$ cat src/rtl/mul_pkg.sv
// Shared types and constants for the shift-and-add multiplier sequencer.
package mul_pkg;

  localparam int WIDTH_DEF = 8;

  typedef enum logic [2:0] {
    ST_IDLE,
    ST_PREP,
    ST_CALC,
    ST_FIX,
    ST_DONE
  } state_e;

  // Counter width; kept at least 1 so a degenerate WIDTH still elaborates.
  function automatic int cnt_w(input int w);
    return (w > 1) ? $clog2(w) : 1;
  endfunction

endpackage

$ cat src/rtl/mul_datapath.sv
// Operand capture, magnitude/sign handling, the single shared adder and the result register.
// One add/shift per step strobe; no backpressure, the FSM fully schedules every strobe.
module mul_datapath
  import mul_pkg::*;
#(
  parameter int WIDTH = WIDTH_DEF
) (
  input  logic               clk,
  input  logic               rst_n,
  input  logic               capture,
  input  logic               load,
  input  logic               step,
  input  logic               fix,
  input  logic               op_signed,
  input  logic [WIDTH-1:0]   a,
  input  logic [WIDTH-1:0]   b,
  output logic [2*WIDTH-1:0] product
);

  logic [WIDTH-1:0]   a_q, a_d, b_q, b_d;
  logic               sgn_q, sgn_d;
  logic               neg_q, neg_d;
  logic [2*WIDTH-1:0] acc_q, acc_d;
  logic [2*WIDTH-1:0] mcand_q, mcand_d;
  logic [WIDTH-1:0]   mplier_q, mplier_d;
  logic [2*WIDTH-1:0] product_q, product_d;

  logic [WIDTH-1:0]   mag_a, mag_b;
  logic [2*WIDTH-1:0] sum;

  // -2^(WIDTH-1) negates to itself, which reads correctly as an unsigned magnitude.
  assign mag_a = (sgn_q && a_q[WIDTH-1]) ? (~a_q + 1'b1) : a_q;
  assign mag_b = (sgn_q && b_q[WIDTH-1]) ? (~b_q + 1'b1) : b_q;
  assign sum   = acc_q + mcand_q;

  always_comb begin
    a_d       = a_q;
    b_d       = b_q;
    sgn_d     = sgn_q;
    neg_d     = neg_q;
    acc_d     = acc_q;
    mcand_d   = mcand_q;
    mplier_d  = mplier_q;
    product_d = product_q;

    if (capture) begin
      a_d   = a;
      b_d   = b;
      sgn_d = op_signed;
    end

    if (load) begin
      acc_d    = '0;
      mcand_d  = {{WIDTH{1'b0}}, mag_a};
      mplier_d = mag_b;
      neg_d    = sgn_q & (a_q[WIDTH-1] ^ b_q[WIDTH-1]);
    end

    if (step) begin
      if (mplier_q[0]) acc_d = sum;
      mcand_d  = mcand_q << 1;
      mplier_d = mplier_q >> 1;
    end

    // Negating a zero accumulator wraps back to zero, so no -0 can appear.
    if (fix) product_d = neg_q ? (~acc_q + 1'b1) : acc_q;
  end

  always_ff @(posedge clk or negedge rst_n) begin
    if (!rst_n) begin
      a_q       <= '0;
      b_q       <= '0;
      sgn_q     <= 1'b0;
      neg_q     <= 1'b0;
      acc_q     <= '0;
      mcand_q   <= '0;
      mplier_q  <= '0;
      product_q <= '0;
    end else begin
      a_q       <= a_d;
      b_q       <= b_d;
      sgn_q     <= sgn_d;
      neg_q     <= neg_d;
      acc_q     <= acc_d;
      mcand_q   <= mcand_d;
      mplier_q  <= mplier_d;
      product_q <= product_d;
    end
  end

  assign product = product_q;

endmodule

$ cat src/rtl/mul_sequencer.sv
// FSM sequencing an 8x8 shift-and-add multiply: PREP, WIDTH x CALC, FIX, DONE (done at start+WIDTH+3).
// No backpressure: start is accepted only in IDLE/DONE and ignored while busy.
module mul_sequencer
  import mul_pkg::*;
#(
  parameter int WIDTH = WIDTH_DEF
) (
  input  logic               clk,
  input  logic               rst_n,
  input  logic               start,
  input  logic               op_signed,
  input  logic [WIDTH-1:0]   a,
  input  logic [WIDTH-1:0]   b,
  output logic               busy,
  output logic               done,
  output logic [2*WIDTH-1:0] product
);

  localparam int CNT_W = cnt_w(WIDTH);

  state_e             state_q, state_d;
  logic [CNT_W-1:0]   cnt_q, cnt_d;
  logic               busy_q, busy_d;
  logic               done_q, done_d;
  logic               capture, load, step, fix;

  always_comb begin
    state_d = state_q;
    cnt_d   = cnt_q;
    capture = 1'b0;
    load    = 1'b0;
    step    = 1'b0;
    fix     = 1'b0;

    case (state_q)
      ST_IDLE: begin
        if (start) begin
          capture = 1'b1;
          state_d = ST_PREP;
        end
      end
      ST_PREP: begin
        load    = 1'b1;
        cnt_d   = CNT_W'(WIDTH - 1);
        state_d = ST_CALC;
      end
      ST_CALC: begin
        // Always runs WIDTH iterations so latency is independent of the operands.
        step = 1'b1;
        if (cnt_q == '0) state_d = ST_FIX;
        else             cnt_d   = cnt_q - 1'b1;
      end
      ST_FIX: begin
        fix     = 1'b1;
        state_d = ST_DONE;
      end
      ST_DONE: begin
        if (start) begin
          capture = 1'b1;
          state_d = ST_PREP;
        end else begin
          state_d = ST_IDLE;
        end
      end
      default: state_d = ST_IDLE;
    endcase

    busy_d = (state_d == ST_PREP) || (state_d == ST_CALC) || (state_d == ST_FIX);
    done_d = (state_d == ST_DONE);
  end

  always_ff @(posedge clk or negedge rst_n) begin
    if (!rst_n) begin
      state_q <= ST_IDLE;
      cnt_q   <= '0;
      busy_q  <= 1'b0;
      done_q  <= 1'b0;
    end else begin
      state_q <= state_d;
      cnt_q   <= cnt_d;
      busy_q  <= busy_d;
      done_q  <= done_d;
    end
  end

  assign busy = busy_q;
  assign done = done_q;

  mul_datapath #(
    .WIDTH(WIDTH)
  ) u_datapath (
    .clk      (clk),
    .rst_n    (rst_n),
    .capture  (capture),
    .load     (load),
    .step     (step),
    .fix      (fix),
    .op_signed(op_signed),
    .a        (a),
    .b        (b),
    .product  (product)
  );

endmodule

$ cat config.mk
export PLATFORM = sky130hd
export DESIGN_NAME = mul_sequencer
export DESIGN_NICKNAME = d
export VERILOG_FILES = /design/src/rtl/mul_pkg.sv /design/src/rtl/mul_datapath.sv /design/src/rtl/mul_sequencer.sv
export SDC_FILE = /design/constraint.sdc
export NUM_CORES = 1
export LEC_CHECK = 0
export CAP_MARGIN = 15
export CORE_UTILIZATION = 45
export CTS_CLUSTER_DIAMETER = 50
export DETAILED_ROUTE_END_ITERATION = 10
export GPL_ROUTABILITY_DRIVEN = 0
export PLACE_DENSITY = 0.76
export SLEW_MARGIN = 20
export SYNTH_ARGS = -nofsm -noshare
export SYNTH_HDL_FRONTEND = slang
export SYNTH_SLANG_ARGS = --single-unit
$ cat constraint.sdc
create_clock -name clk -period 3.8 [get_ports clk]
set_input_delay 0.76 -clock clk [delete_from_list [all_inputs] [get_ports clk]]
set_output_delay 0.76 -clock clk [all_outputs]
set_load 0.1 [all_outputs]
---- After elaboration in Yosys (flattened, before gate mapping) ----
Index checks and enable logic that the tools add are counted.
W data, S select, Z words.
operators by class
  add/sub/neg operators ................... 5
  eq/ne operators ......................... 9
  muxes and demuxes ....................... 21
  bitwise gates (word level) .............. 5
  reduce and logical (&&, ||, !) cells .... 10
operator list
  kind                     number
  $mux W16                 6
  $mux W8                  4
  $add A16 B1 Y16 const B  1
  $add A16 B16 Y16         1
  $add A8 B1 Y8 const B    2
  $not A16 Y16             1
  $not A8 Y8               2
  $pmux W3 S5              1
  $eq A3 B2 Y1 const B     4
  $mux W3                  3
  $eq A3 B1 Y1 const B     2
  $eq A3 B3 Y1 const B     2
  $logic_not A3 Y1         2
  $mux W1                  6
  $pmux W3 S2              1
  $reduce_bool A2 Y1       2
  $sub A3 B1 Y3 const B    1
  $logic_and A1 B1 Y1      2
  $logic_or A1 B1 Y1       2
  $ne A2 B2 Y1 const B     1
  $reduce_and A2 Y1        1
  $reduce_or A2 Y1         1
  $and A1 B1 Y1            1
  $xor A1 B1 Y1            1
storage, ports and cells
  flip-flop bits (word level) ............. 82
  output and inout bits ................... 18

---- Depth between registers and ports, before layout ----
Gate-level depths: netlist of run 1.
  depth after elaboration ................. 6
  depth in mapped cells ................... 8
  mapped depth without buffers ............ 8

---- By module ----
Synthesis of run 1 repeated with hierarchy kept, for this count alone.
second synthesis, totals
  cells, all modules ...................... 473
  area, all modules ....................... 4,540.6 um^2
by module, submodules not included
  module         instances  cells an instance  area each (um^2)  seq. area each (um^2)
  mul_datapath   1          438                4,144.0           1,851.8
  mul_sequencer  1          35                 396.6             200.2

---- Worst setup path after synthesis of run 1 ----
Ideal clock, no wire load.
  kind .................................... flip-flop to flip-flop
  from .................................... reg u_datapath.mcand_q[0]
  to ...................................... reg u_datapath.acc_q[14]
  data arrival time ....................... 2.025 ns
  slack ................................... 1.642 ns
  stages on the path, launching flop included .. 9
  clock period less this slack ............ 2.158 ns
  cell sequence ........................... dfrtp_1 ha_1 fa_1 a21oi_1 o211a_1 o31ai_1 a221oi_1 xor2_1 o21ai_0
on the way
  cells in the longest elaborated chain, start to end .. 3
RTL lines
  what                            line                text
  start: declaration              mul_datapath.sv:24  logic [2*WIDTH-1:0] mcand_q, mcand_d;
  start signal: assignment        mul_datapath.sv:85  mcand_q <= mcand_d;
  $add A16 B16 Y16                mul_datapath.sv:34  assign sum = acc_q + mcand_q;
  $mux W16                        mul_datapath.sv:60  if (mplier_q[0]) acc_d = sum;
  $mux W16                        mul_datapath.sv:59  if (step) begin
  named net u_datapath.acc_d[14]  mul_datapath.sv:23  logic [2*WIDTH-1:0] acc_q, acc_d;
  end signal: assignment          mul_datapath.sv:75  acc_q <= '0;
  end signal: assignment          mul_datapath.sv:84  acc_q <= acc_d;
  end: declaration                mul_datapath.sv:23
The timed path passes the listed nets, and every way through them passes these cells.
A chain may end at the register's enable or synchronous reset.

---- Worst setup path in the final report of run 1 ----
  from .................................... reg u_datapath.product_q[11], in the netlist u_datapath.product[11]
  to ...................................... out product[11]
RTL lines
  what                      line                 text
  start: declaration        mul_datapath.sv:26   logic [2*WIDTH-1:0] product_q, product_d;
  start signal: assignment  mul_datapath.sv:87   product_q <= product_d;
  end: declaration          mul_sequencer.sv:16  output logic [2*WIDTH-1:0] product
No word-level cell between the ends.

==> results.toml, run 1 <==
[sta]
slew-limit-headroom_pct = 35.3
fin_crit_sh_pct = 68.5
period_needed_ns = 2.60
fmax_mhz = 384
skew_ns = 0.00960
tns_ns = 0
whs_ns = 0.441
hold_violations = 0
worst_pin_slew_ns = 0.967
setup_violations = 0
fin_ws_ns = 1.20
slew_viol_final = 0
rsz0062_at_grt = "false"

[floorplan]
die_width_um = 101
coreArea_um2 = 9330
die_y_um = 101
rows = 35
fp.dieArea_um2 = 10100
ios = 38
start_util_pct = 47.0

[synth]
syn-num-nets = 475
ys_ff_latch = 82
ys_warn_count = 0
synthXorXnorAreaFrac_pct = 7.80
synth_mux_area_share_pct = 4.48
ys_types = 52
synth_top_flop_cell = "dfrtp_1"
synth-seq-area-share_pct = 46.8
synth_edf_count = 0
avgSynthCellArea_um2 = 10.1
synthAdderAreaFrac_pct = 6.17
syn_inst = 434
synth_compound_area_share_pct = 18.2
synthSimpleGateAreaFrac_pct = 12.8
synth.largest_area_cell = "dfrtp_1"
yosys.area.top_type_share_pct = 46.8
netlist_area_um2 = 4380
synth_top_family_by_area = "compound AO/OA/AOI/OAI gates"
synthArstFlopShare_pct = 100
yosys-top-cells-area = "dfrtp_1 (47%), ha_1 (5.7%), o21ai_0 (5.7%)"

[global_route]
grt_pass1_vias = 3136
grt_max_degree = 83
grtUsageMet3_pct = 3.47
track_usage_pct = 17.7
grt_busiest_layer = "met2"
grt-ovfl-total = 0
grt_pass1_wl_um = 14200
use_met2_pct = 31.2
antenna_found_initial = 0
grt_use_met1_pct = 21.6

[setup_path]
cp.required_ns = 3.04
rrSetupSlack_ns = 1.37
worstSetupPathType = "flip-flop to output port"
crit_chain = "clkdlybuf4s50_1"
worstSetupEndpointType = "output port"
rr_endpoint = "u_datapath.acc_q[14]"
worstPathArrival_ns = 1.84
r2r_cells = 8
start_kind = "flip-flop"
slowest_delay_ns = 1.14
critPathSlowestCell = "clkdlybuf4s50_1"
cp_num_buf_inv = 1
path_delay_family = "buffers and inverters"
worstPathMaxFanout = 2
worstReg2RegStart = "u_datapath.acc_q[0]"

[min_path]
hold_class = "input port to asynchronous set/reset pin"

[drt]
wl_per_cell_um = 13.7
final_antenna_net_count = 0
wirelength_um = 8250
route.detailed.drc = 0
num_vias = 3248
via_per_inst = 5.40
dr.pass1.iters = 4
drt_iter0_drc = 92

[clock_tree]
clkSinkCount = 82
cts.hold.buffers_added = 0
cts_resized = 0
clk_path_buf_depth = 2
cts_made_buffers = 9
post_cts_buffers = 0
cts_tree = "built"
root_buffer = "clkbuf_8"
cts_max_level = 3
clk_pin_slew_ns = 0.08
clk_latency_ns = 0.35

[cells_and_area]
final_area_um2 = 5080
finish.utilization_pct = 54.4
syn_to_final_growth_pct = 15.9
fill_cells = 873
drive_gt1_share_pct = 9.96
nets = 508
final_cell_mix = "dfrtp_1 (82), o21ai_0 (50), nand2_1 (48)"
mostFrequentLayoutCell = "dfrtp_1"
num_antenna_cells = 0

[run]
maxCapViolCount = 0

[outcome]
outcome = "completed"

[power]
powerDensity_nw_per_um2 = 953
leakagePower_nw = 2.27
ir_drop_mv = 0.404

[placed_design]
dp_hpwl_um = 5960
portBuffers = 37
placed_area_um2 = 4850
place_ws_ns = 1.42
-- state kept, by name (all words and copies together), names as in the netlist, 3 cells and up --
register             flops
u_datapath.acc_q        16
u_datapath.mcand_q      16
u_datapath.product      16
u_datapath.a_q           8
u_datapath.b_q           8
u_datapath.mplier_q      8
cnt_q                    3
state_q                  3
-- through the flow --
step,total power [mW],instances
5_1_grt,5.20,601
3_5_place_dp,4.15,585
3_3_place_gp,4.06,585
4_1_cts,4.88,601
6_report,4.84,601
2_1_floorplan,3.59,434
-- synth_stat cells (2+ instances only) --
cell type	n
a21oi_1	13
nand3_1	24
o31ai_2	3
mux2i_1	5
ha_1	20
inv_1	15
buf_2	3
nor3_1	4
mux2_2	13
nor2_1	20
nand2_1	48
clkbuf_1	13
a22o_1	8
clkbuf_8	2
nor2b_1	3
xnor2_1	18
a21o_1	4
xor2_1	21
a31oi_1	5
o21ai_0	50
o21ai_1	7
a22oi_1	14
or3_1	2
nor3b_1	3
o31ai_1	5
dfrtp_1	82
nand2b_1	2
a221oi_1	3
-- cell type report --
type                    instances  area, um2  share of cell area (%)
clock buffers                  11        141                    2.78
clock inverters                 5       85.1                    1.68
inverters                      15       56.3                    1.11
multi-input cells             318       2180                    42.9
flip-flops and latches         82       2050                    40.4
well taps                     129        161                    3.18
repair buffers                 41        402                    7.91
-- routing by layer --
| metal | vias to the layer above | share of wire, % |
|---|---|---|
| met2 | 70 | 49 |
| met3 | 9 | 3.6 |
| met4 | 0 | 1.3 |
| met5 | - | 0 |
| li1 | 1613 | - |
| met1 | 1556 | 46 |
-- how the worst max path moves through the flow --
| stage | start | end | slack (ns) | cells past startpoint |
|---|---|---|---|---|
| floorplan | u_datapath.mcand_q[0] | u_datapath.acc_q[14] | 1.64 | 8 |
| global placement | u_datapath.mcand_q[0] | u_datapath.acc_q[14] | 1.48 | 8 |
| detailed placement | u_datapath.mcand_q[0] | u_datapath.acc_q[14] | 1.42 | 8 |
| CTS | u_datapath.product[12] | product[12] | 1.17 | 1 |
| global route | u_datapath.product[1] | product[1] | 1.13 | 1 |
| finish | u_datapath.product[11] | product[11] | 1.20 | 1 |
-- power breakdown --
group | internal [mW] | switching [mW] | total, mW
Clock | 0.393 | 0.318 | 0.711
Combinational | 0.929 | 1.56 | 2.49
Sequential | 1.24 | 0.405 | 1.64
-- kinds of logic (layout without fill, tap and decap cells) --
family / Yosys count / count (layout)
mux: 18 / 18
xor+xnor: 39 / 39
buf+inv: 34 / 72
simple gates: 117 / 117
compound gates: 123 / 123
flops: 82 / 82
fa+ha+maj: 21 / 21
Power figures use the tool's default switching activity.
==> inputs of run 2 (changes only) <==
clock period = 2.4 ns   (was 3.8 ns; I/O delays follow)
==> run 2 against run 1 <==
Against the previous run:
- via count decreased by 0.22%
- combinational power increased by 60%
- global-route usage about the same
- die area unchanged
- critical path depth increased by 6
- clock-buffer cell count decreased by 1
- critical endpoint is now u_datapath.acc_q[15]
- largest power group unchanged
==> results.toml, run 2 (same netlist as run 1, synthesis figures left out) <==
[cells_and_area]
nets = 516
mostFrequentLayoutCell = "dfrtp_1"
final_cell_mix = "dfrtp_1 (82), o21ai_0 (50), nand2_1 (48)"
syn_to_final_growth_pct = 16.0
final_area_um2 = 5080
drive_gt1_share_pct = 15.9
num_antenna_cells = 0

[sta]
worst_pin_slew_ns = 0.643
skew_ns = 0.00730
fin_crit_sh_pct = 94.6
tns_ns = 0
period_needed_ns = 2.27
slew_viol_final = 0
rsz0062_at_grt = "false"
hold_violations = 0
setup_violations = 0
whs_ns = 0.0865
slew-limit-headroom_pct = 57.2
fmax_mhz = 440

[clock_tree]
clk_path_buf_depth = 2
root_buffer = "clkbuf_8"
clk_pin_slew_ns = 0.08
post_cts_buffers = 0
clk_latency_ns = 0.35
clkSinkCount = 82
cts_max_level = 3
cts_tree = "built"
cts_made_buffers = 9

[floorplan]
die_y_um = 101
ios = 38
coreArea_um2 = 9330
start_util_pct = 47.0
rows = 35
die_width_um = 101
fp.dieArea_um2 = 10100

[drt]
wl_per_cell_um = 13.6
wirelength_um = 8240
via_per_inst = 5.33
num_vias = 3241
final_antenna_net_count = 0
dr.pass1.iters = 4
drt_iter0_drc = 79
route.detailed.drc = 0

[placed_design]
placed_area_um2 = 4860
portBuffers = 37
dp_hpwl_um = 6150

[setup_path]
start_kind = "flip-flop"
rrSetupSlack_ns = 0.13
worstSetupEndpointType = "flip-flop"
cp.required_ns = 2.67
worstSetupPathType = "flip-flop to flip-flop"
worstPathArrival_ns = 2.55
worstPathMaxFanout = 6

[global_route]
grt_max_degree = 40
grt-ovfl-total = 0
grt_pass1_vias = 3161
antenna_found_initial = 0
track_usage_pct = 17.7
grt_pass1_wl_um = 14000

[power]
leakagePower_nw = 2.32
ir_drop_mv = 0.598
powerDensity_nw_per_um2 = 1480
total_power_mw = 7.53

[outcome]
outcome = "completed"

[run]
maxCapViolCount = 0

[min_path]
hold_class = "input port to asynchronous set/reset pin"
## run 2: changes by cell type in the layout (fill, tap and decap cells not counted), sizes merged
cell and delta:
clkdlybuf4s50 -18, buf +26, clkbuf -1, clkinv +3, inv -2, bufinv -1
## run 2: worst paths after layout
kind,cells after the start,to,from
min,1,u_datapath.product[0],rst_n
max in group asynchronous,2,u_datapath.a_q[5],rst_n
max reg2reg,7,u_datapath.acc_q[15],u_datapath.acc_q[3]
min in group clk,2,u_datapath.product[11],u_datapath.product[11]
min reg2reg,2,u_datapath.product[11],u_datapath.product[11]
max,7,u_datapath.acc_q[15],u_datapath.acc_q[3]
## run 2: routing by layer
metal	GRT usage [%]	wire [um]
met5	0	0
met2	30.6	3950
met3	2.91	296
met1	21.7	3910
met4	8.03	91
## run 2: area by class of cell
type | instances | area [um2]
well taps | 129 | 161
fillers | 839 | 4250
flip-flops and latches | 82 | 2050
clock buffers | 10 | 128
clock inverters | 5 | 56.3
multi-input cells | 318 | 2220
repair buffers | 49 | 413
inverters | 15 | 56.3
## run 2: power by group
group | switching [mW] | internal (mW)
Clock | 0.484 | 0.473
Sequential | 0.624 | 1.96
Combinational | 2.48 | 1.50
## run 2: worst max-delay path, cell delays in order, from the launching register on
cell       delay, ns
dfrtp_1         0.46
ha_1            0.37
nand2_1         0.13
a2111oi_4       0.40
o21ai_1         0.17
a31oi_1         0.23
mux2i_1         0.24
mux2i_1         0.20
## run 2: through the flow
stage               cells  utilization (%)  worst slack (ns)
CTS                   608             54.1            0.0963
global route          608             54.5            0.0186
finish                608             54.5             0.130
floorplan             434                -             0.242
global placement      593             52.1             0.150
detailed placement    593             52.1             0.107
## run 2: what timing repair did
item,CTS,global route
gates resized for setup,0,4
hold buffers,0,0
setup endpoints to repair,0,2
==> inputs of run 3 (changes only) <==
GPL_ROUTABILITY_DRIVEN = default   (was 0)
==> run 3 against run 2 <==
Against the previous run:
- non-clock buffer count shrank 2
- largest power group unchanged
- sequential power about the same
- critical path depth unchanged
- utilization increased by 0.68 points
- wire length rose by 1.1%
- final area rose by 1.3%
- register-to-register slack improved by 0.05 ns
- power grew 2.1%
- clock power rose by 9%
- highest routed layer unchanged
- setup slack improved by 0.052 ns
==> results.toml, run 3 (same netlist as run 1, synthesis figures left out) <==
[outcome]
outcome = "completed"

[floorplan]
coreArea_um2 = 9330
die_y_um = 101
rows = 35
die_width_um = 101
fp.dieArea_um2 = 10100
ios = 38
start_util_pct = 47.0

[setup_path]
cp.required_ns = 2.67
worstSetupPathType = "flip-flop to flip-flop"
worstReg2RegStart = "u_datapath.acc_q[1]"
rrSetupSlack_ns = 0.18
r2r_cells = 7
worstPathMaxFanout = 6
rr_endpoint = "u_datapath.acc_q[15]"
worstPathArrival_ns = 2.49
worstSetupEndpointType = "flip-flop"
start_kind = "flip-flop"

[drt]
route.detailed.drc = 0
via_per_inst = 5.32
drt_iter0_drc = 74
wirelength_um = 8330
dr.pass1.iters = 4
final_antenna_net_count = 0
wl_per_cell_um = 13.7
num_vias = 3227

[power]
clockPowerShare_pct = 13.5
powerDensity_nw_per_um2 = 1490
p_comb_share_pct = 52.6
cell_internal_pwr_mw = 4.04
leakagePower_nw = 2.33
p_sw_share_pct = 47.4
pwr-share-seq_pct = 33.8
ir_drop_mv = 0.703
switching_power_mw = 3.64

[cells_and_area]
syn_to_final_growth_pct = 17.4
final_cells = 607
drive_gt1_share_pct = 17.2
num_antenna_cells = 0
final_area_um2 = 5150
finish.utilization_pct = 55.2
nets = 514
mostFrequentLayoutCell = "dfrtp_1"
final_cell_mix = "dfrtp_1 (82), o21ai_0 (50), nand2_1 (48)"

[global_route]
track_usage_pct = 17.8
grt_pass1_vias = 3076
grt_pass1_wl_um = 14100
grt-ovfl-total = 0
grt_max_degree = 53
antenna_found_initial = 0

[sta]
worst_pin_slew_ns = 0.832
skew_ns = 0.0113
setup_violations = 0
fmax_mhz = 451
fin_ws_ns = 0.181
rsz0062_at_grt = "false"
slew_viol_final = 0
hold_violations = 0
tns_ns = 0
period_needed_ns = 2.22
slew-limit-headroom_pct = 44.3
fin_crit_sh_pct = 92.4

[placed_design]
dp_cells = 591
dp_hpwl_um = 6160
gp_congestion = 0.930
placed_area_um2 = 4860
portBuffers = 37
place_ws_ns = 0.125

[clock_tree]
cts_max_level = 3
cts_made_buffers = 9
clk_latency_ns = 0.35
post_cts_buffers = 0
clkSinkCount = 82
root_buffer = "clkbuf_8"
clk_pin_slew_ns = 0.08
cts_tree = "built"
clk_path_buf_depth = 2
cts.hold.buffers_added = 0

[min_path]
hold_class = "input port to asynchronous set/reset pin"

[run]
maxCapViolCount = 0
-- run 3: final cells by class --
class,count,area [um2]
Sequential cell,82,2050
Inverter,15,56.3
Clock buffer,11,151
Clock inverter,5,60.1
Tap cell,129,161
Fill cell,857,4180
Multi-Input combinational cell,318,2250
Timing Repair Buffer,47,410
-- run 3: timing repair --
item | 4_1_cts | 5_1_grt
resized for setup | 0 | 10
endpoints found under the hold margin | 0 | 0
endpoints found under the setup margin | 0 | 2
-- run 3: worst max-delay path by stage --
stage / from / to / slack, ns
2_1_floorplan: u_datapath.mcand_q[0] / u_datapath.acc_q[14] / 0.24
6_report: u_datapath.acc_q[1] / u_datapath.acc_q[15] / 0.18
3_5_place_dp: u_datapath.mcand_q[0] / u_datapath.acc_q[14] / 0.13
5_1_grt: u_datapath.mcand_q[8] / u_datapath.acc_q[15] / 0.02
4_1_cts: u_datapath.acc_q[4] / u_datapath.acc_q[15] / 0.12
3_3_place_gp: u_datapath.acc_q[0] / u_datapath.acc_q[14] / 0.14
-- run 3: power by group through the flow --
stage	Sequential [mW]	Combinational [mW]	Clock (mW)
after floorplan	3.22	2.47	0
after global placement	2.56	3.87	0
after detailed placement	2.60	3.97	0
after CTS	2.57	3.98	1.07
after global routing	2.69	4.47	1.12
final	2.60	4.04	1.04
-- run 3: critical path: stages (launching register included) --
cell and delay (ns):
dfrtp_1 0.46, ha_1 0.33, nand3_2 0.10, a2111oi_4 0.44, o21ai_2 0.14, a31oi_1 0.21, mux2i_1 0.25, mux2i_1 0.22
-- run 3: metal layers --
layer | wire length (um) | vias to the layer above | global-route usage, % | part of all wire (%)
li1 | - | 1629 | - | -
met1 | 3940 | 1530 | 22.3 | 47
met2 | 4020 | 57 | 30.6 | 48
met3 | 278 | 11 | 3.74 | 3.3
met4 | 89 | 0 | 6.35 | 1.1
met5 | 0 | - | 0 | 0
-- run 3: stage by stage --
step | hold WS (ns) | total power, mW
CTS | 0.164 | 7.63
global route | 0.204 | 8.28
finish | 0.159 | 7.68
global placement | 0.464 | 6.43
detailed placement | 0.472 | 6.57
floorplan | 0.184 | 5.69
==> patch 1: new RTL, settings of run 3 <==
Register the inputs `start`, `op_signed`, `a` and `b` before use, with the module's reset. The logic sees them one clock later.
--- a/src/rtl/mul_sequencer.sv
+++ b/src/rtl/mul_sequencer.sv
@@ -20,2 +20,21 @@
 
+  logic start_q;
+  logic op_signed_q;
+  logic [WIDTH-1:0] a_r;
+  logic [WIDTH-1:0] b_r;
+
+  always_ff @(posedge clk or negedge rst_n) begin
+    if (!rst_n) begin
+      start_q     <= '0;
+      op_signed_q <= '0;
+      a_r         <= '0;
+      b_r         <= '0;
+    end else begin
+      start_q     <= start;
+      op_signed_q <= op_signed;
+      a_r         <= a;
+      b_r         <= b;
+    end
+  end
+
   state_e             state_q, state_d;
@@ -36,3 +55,3 @@
       ST_IDLE: begin
-        if (start) begin
+        if (start_q) begin
           capture = 1'b1;
@@ -57,3 +76,3 @@
       ST_DONE: begin
-        if (start) begin
+        if (start_q) begin
           capture = 1'b1;
@@ -97,5 +116,5 @@
     .fix      (fix),
-    .op_signed(op_signed),
-    .a        (a),
-    .b        (b),
+    .op_signed(op_signed_q),
+    .a        (a_r),
+    .b        (b_r),
     .product  (product)
Behaviour: not the same (a bounded check fails within 4 cycles, from zero or initial values and one cycle with rst_n low).
==> patch 1 against run 3 <==
- design area increased by 9.4%
- setup slack worse by 0.037 ns
- sequential cell count up 18
- power is 3.1% higher
- area after synthesis increased by 11%
- largest power group unchanged
- global-route usage barely moved
- highest routed layer unchanged
- critical path type unchanged
- cell count grew 7.2%
- wire length rose by 12%
==> patch 1: results (changes against run 3) <==
CP delay by family, top: compound AO/OA/AOI/OAI gates (unchanged)
drt first pass iters: 4 (unchanged)
Hold WC Path Type: input pin to async pin (unchanged)
Max Root-Sink Buffers: 2 (unchanged)
Leakage: 2.63 nW (was 2.33 nW)
Max stage delay on crit path: 0.41 ns (was 0.46 ns)
pre-CTS WS: 0.0391 ns (was 0.125 ns)
Tmin final: 2.26 ns (was 2.22 ns)
outcome: finished clean (unchanged)
antenna violations before repair: 0 (unchanged)
GRT Resource Usage Total: 0.178 (about the same)
Primary FF master, synth: dfrtp_1 (unchanged)
Synth area leaders: dfrtp_1, o21ai_0, ha_1 (was dfrtp_1, ha_1, o21ai_0)
share of layout cells above drive strength 1: 0.148 (was 0.172)
global-route wire length before repair: 15800 µm (was 14100 µm)
routability congestion estimate: 0.841 (was 0.930)
Critical R2R Capture: u_datapath.acc_q[10]$_DFF_PN0_ (was u_datapath.acc_q[15]$_DFF_PN0_)
Root Driver: clkbuf_8 (unchanged)
worst-path fanout max: 4 (was 6)
Crit path arrival time: 2.53 ns (was 2.49 ns)
EDFF count, synth: 0 (unchanged)
most common cell after layout, fill and taps aside: dfrtp_1 (unchanged)
final net count: 551 (was 514)
Worst-Skew Late Latency: 0.38 ns (was 0.35 ns)
Fin Hold WS: 0.0848 ns (was 0.159 ns)
routed vias: 3558 (was 3227)
FF-to-FF path depth: 8 (was 7)
diodes inserted: 0 (unchanged)
CTS H-Tree Depth: 3 (unchanged)
synth unique cells: 52 (unchanged)
IO buf count: 37 (unchanged)
pin count of the biggest net entering global routing: 45 (was 53)
drt via density: 5.47 (was 5.32)
synth cell count leaders: dfrtp_1, o21ai_0, nand2_1, nand3_1 (was dfrtp_1, o21ai_0, nand2_1, nand3_1, xor2_1)
dpl hpwl: 6830 µm (was 6160 µm)
vias in the first global route: 3424 (was 3076)
Slew @ Worst Pin: 0.933 ns (was 0.832 ns)
GR Overflow Total: 0 (unchanged)
Iteration-0 DRC Markers: 144 (was 74)
Clock Skew: 0.0115 ns (was 0.0113 ns)
average routed wire per standard cell: 14.3 µm (was 13.7 µm)
register area share after synthesis: 0.514 (was 0.468)
post-CTS setup buffers: 0 (unchanged)
placed insts: 635 (was 591)
worst setup path startpoint: u_datapath.mcand_q[0]$_DFFE_PN0P_ (was u_datapath.acc_q[1]$_DFF_PN0_)
Avg Cell Area, Syn: 10.5 µm² (was 10.1 µm²)
TritonCTS Buffers: 9 (unchanged)
Synthesized Nets: 505 (was 475)
filler cell count: 917 (was 857)
Max IR drop VDD: 1.01 mV (was 0.703 mV)
clock slew at reported path FFs: 0.10 ns (was 0.08 ns)
CP max-delay cell: dfrtp_1 (unchanged)
## patch 1: area by class of cell
type	count	area, µm²	area share
Clock buffer	10	128	0.0227
Clock inverter	6	62.6	0.0111
Inverter	20	75.1	0.0133
Multi-Input combinational cell	326	2240	0.397
Sequential cell	100	2500	0.445
Tap cell	136	170	0.0302
Timing Repair Buffer	53	455	0.0809
## patch 1: kinds of logic (layout without fill, tap and decap cells)
family          count (synthesis)  count (layout)  synth area share
compound gates                135             135             0.178
xor+xnor                       33              33            0.0594
fa+ha+maj                      21              21            0.0555
buf+inv                        38              89            0.0339
flops                         100             100             0.514
mux                            16              16            0.0360
simple gates                  121             121             0.123
## patch 1: repair_timing
action	in CTS	in global routing
gates resized for setup	0	6
hold endpoints to repair	0	0
setup endpoints to repair	0	7
## patch 1: worst reg2reg max path, cell delays in order, from the launching register on
cell,delay [ns]
dfrtp_1,0.41
ha_2,0.22
fa_2,0.36
a21oi_2,0.16
and4b_1,0.22
o21a_1,0.23
nor3_1,0.15
o211ai_1,0.12
a32o_1,0.28
## patch 1: power by group
group	internal [mW]	switching, mW	leakage (nW)
registers	2.27	0.587	1.27
clock network	0.408	0.636	0.0970
logic	1.49	2.53	1.27
total	4.17	3.75	2.63
## patch 1: metrics by stage
step	util	instance area (µm²)	power, mW
2_1_floorplan	-	4870	5.90
3_3_place_gp	0.520	5410	6.74
3_5_place_dp	0.520	5410	6.89
4_1_cts	0.538	5600	7.95
5_1_grt	0.540	5630	8.51
6_report	0.540	5630	7.92
## patch 1: layer usage
| layer | part of all wire | vias up | global-route usage |
|---|---|---|---|
| met5 | 0 | - | 0 |
| met4 | 0.0086 | 0 | 0.0486 |
| met3 | 0.045 | 9 | 0.0454 |
| met2 | 0.49 | 89 | 0.299 |
| met1 | 0.46 | 1695 | 0.229 |
| li1 | - | 1765 | - |
==> patch 2: new RTL, flow settings as in run 3 <==
Made on the original files. `WIDTH_DEF`: 8 -> 6.
--- a/src/rtl/mul_pkg.sv
+++ b/src/rtl/mul_pkg.sv
@@ -3,3 +3,3 @@
 
-  localparam int WIDTH_DEF = 8;
+  localparam int WIDTH_DEF = 6;
 
Interface: changed (resized a, b and product); port bits go from 38 to 30. The function was not compared with the original's and may differ.
==> patch 2 against run 3 <==
- maximum frequency fell by 0.78%
- sequential cell count fell by 18
- wire length fell by 16%
- area after synthesis fell by 21%
- synthesized cell count fell by 18%
- power fell by 24%
- clock power fell by 12%
- setup slack got worse by 0.018 ns
- design area fell by 21%
- critical path type unchanged
- critical endpoint is now u_datapath.acc_q[8]$_DFF_PN0_
- largest power group unchanged
==> patch 2: results (changes against run 3) <==
count of multi-input gates: 261 (was 318)
Avg Cell Area, Syn: 9.78 µm² (was 10.1 µm²)
Fin Hold WS: 0.149 ns (was 0.159 ns)
pin count of the biggest net entering global routing: 39 (was 53)
Clk pwr share: 0.156 (was 0.135)
CP delay by family, top: simple AND/OR/NAND/NOR gates (was compound AO/OA/AOI/OAI gates)
placed insts: 473 (was 591)
filler cell count: 676 (was 857)
Post-Route WL: 7000 µm (was 8330 µm)
worst-path fanout max: 5 (was 6)
routed wl met3: 334 µm (was 278 µm)
row cnt: 31 (was 35)
share of layout cells above drive strength 1: 0.141 (was 0.172)
final-layout clock buffer total: 10 (was 11)
Power Internal: 3.13 mW (was 4.04 mW)
met2 usage: 0.314 (was 0.306)
Reg area: 0.00160 mm² (was 0.00205 mm²)
Post-DP Area: 0.00385 mm² (was 0.00486 mm²)
routability congestion estimate: 0.858 (was 0.930)
register area share after synthesis: 0.460 (was 0.468)
Synth area leaders: dfrtp_1, o21ai_0, ha_1 (was dfrtp_1, ha_1, o21ai_0)
Crit path arrival time: 2.52 ns (was 2.49 ns)
vias in the first global route: 2615 (was 3076)
CP max-delay cell: or4_1 (was dfrtp_1)
Max IR drop VDD: 0.582 mV (was 0.703 mV)
Seq power: 1.99 mW (was 2.60 mW)
average routed wire per standard cell: 14.3 µm (was 13.7 µm)
Met2 Routed Length: 3280 µm (was 4020 µm)
Tmin final: 2.24 ns (was 2.22 ns)
IO buf count: 29 (was 37)
Layout clock area frac: 0.0483 (was 0.0411)
post-synthesis register bit count: 64 (was 82)
GRT met3 Usage: 0.0423 (was 0.0374)
multi-input logic area: 0.00177 mm² (was 0.00225 mm²)
outcome: finished clean (unchanged)
-- patch 2: changes by cell type after synthesis, moves of 5 or more --
cell     change
o21ai_0      -8
xor2_1      -10
nand3_1      -7
xnor2_1      -8
o21ai_1      -7
nand2_1      -7
a22oi_1      -5
nor2_1       -5
dfrtp_1     -18
-- patch 2: kinds of logic after synthesis --
family / share of synthesized area
adder cells (fa/ha/maj): 0.0632
flip-flops: 0.460
XOR/XNOR: 0.0528
AND/OR/NAND/NOR: 0.156
multiplexers: 0.0438
AO/OA/AOI/OAI: 0.189
buffers and inverters: 0.0345
-- patch 2: worst reg2reg max path: stages, from the launching register on --
cell and delay, ns:
dfrtp_1 0.41, ha_1 0.23, inv_1 0.08, fa_1 0.25
nor2b_4 0.06, o31a_1 0.27, o31a_1 0.31, or4_1 0.49
nand3_1 0.09
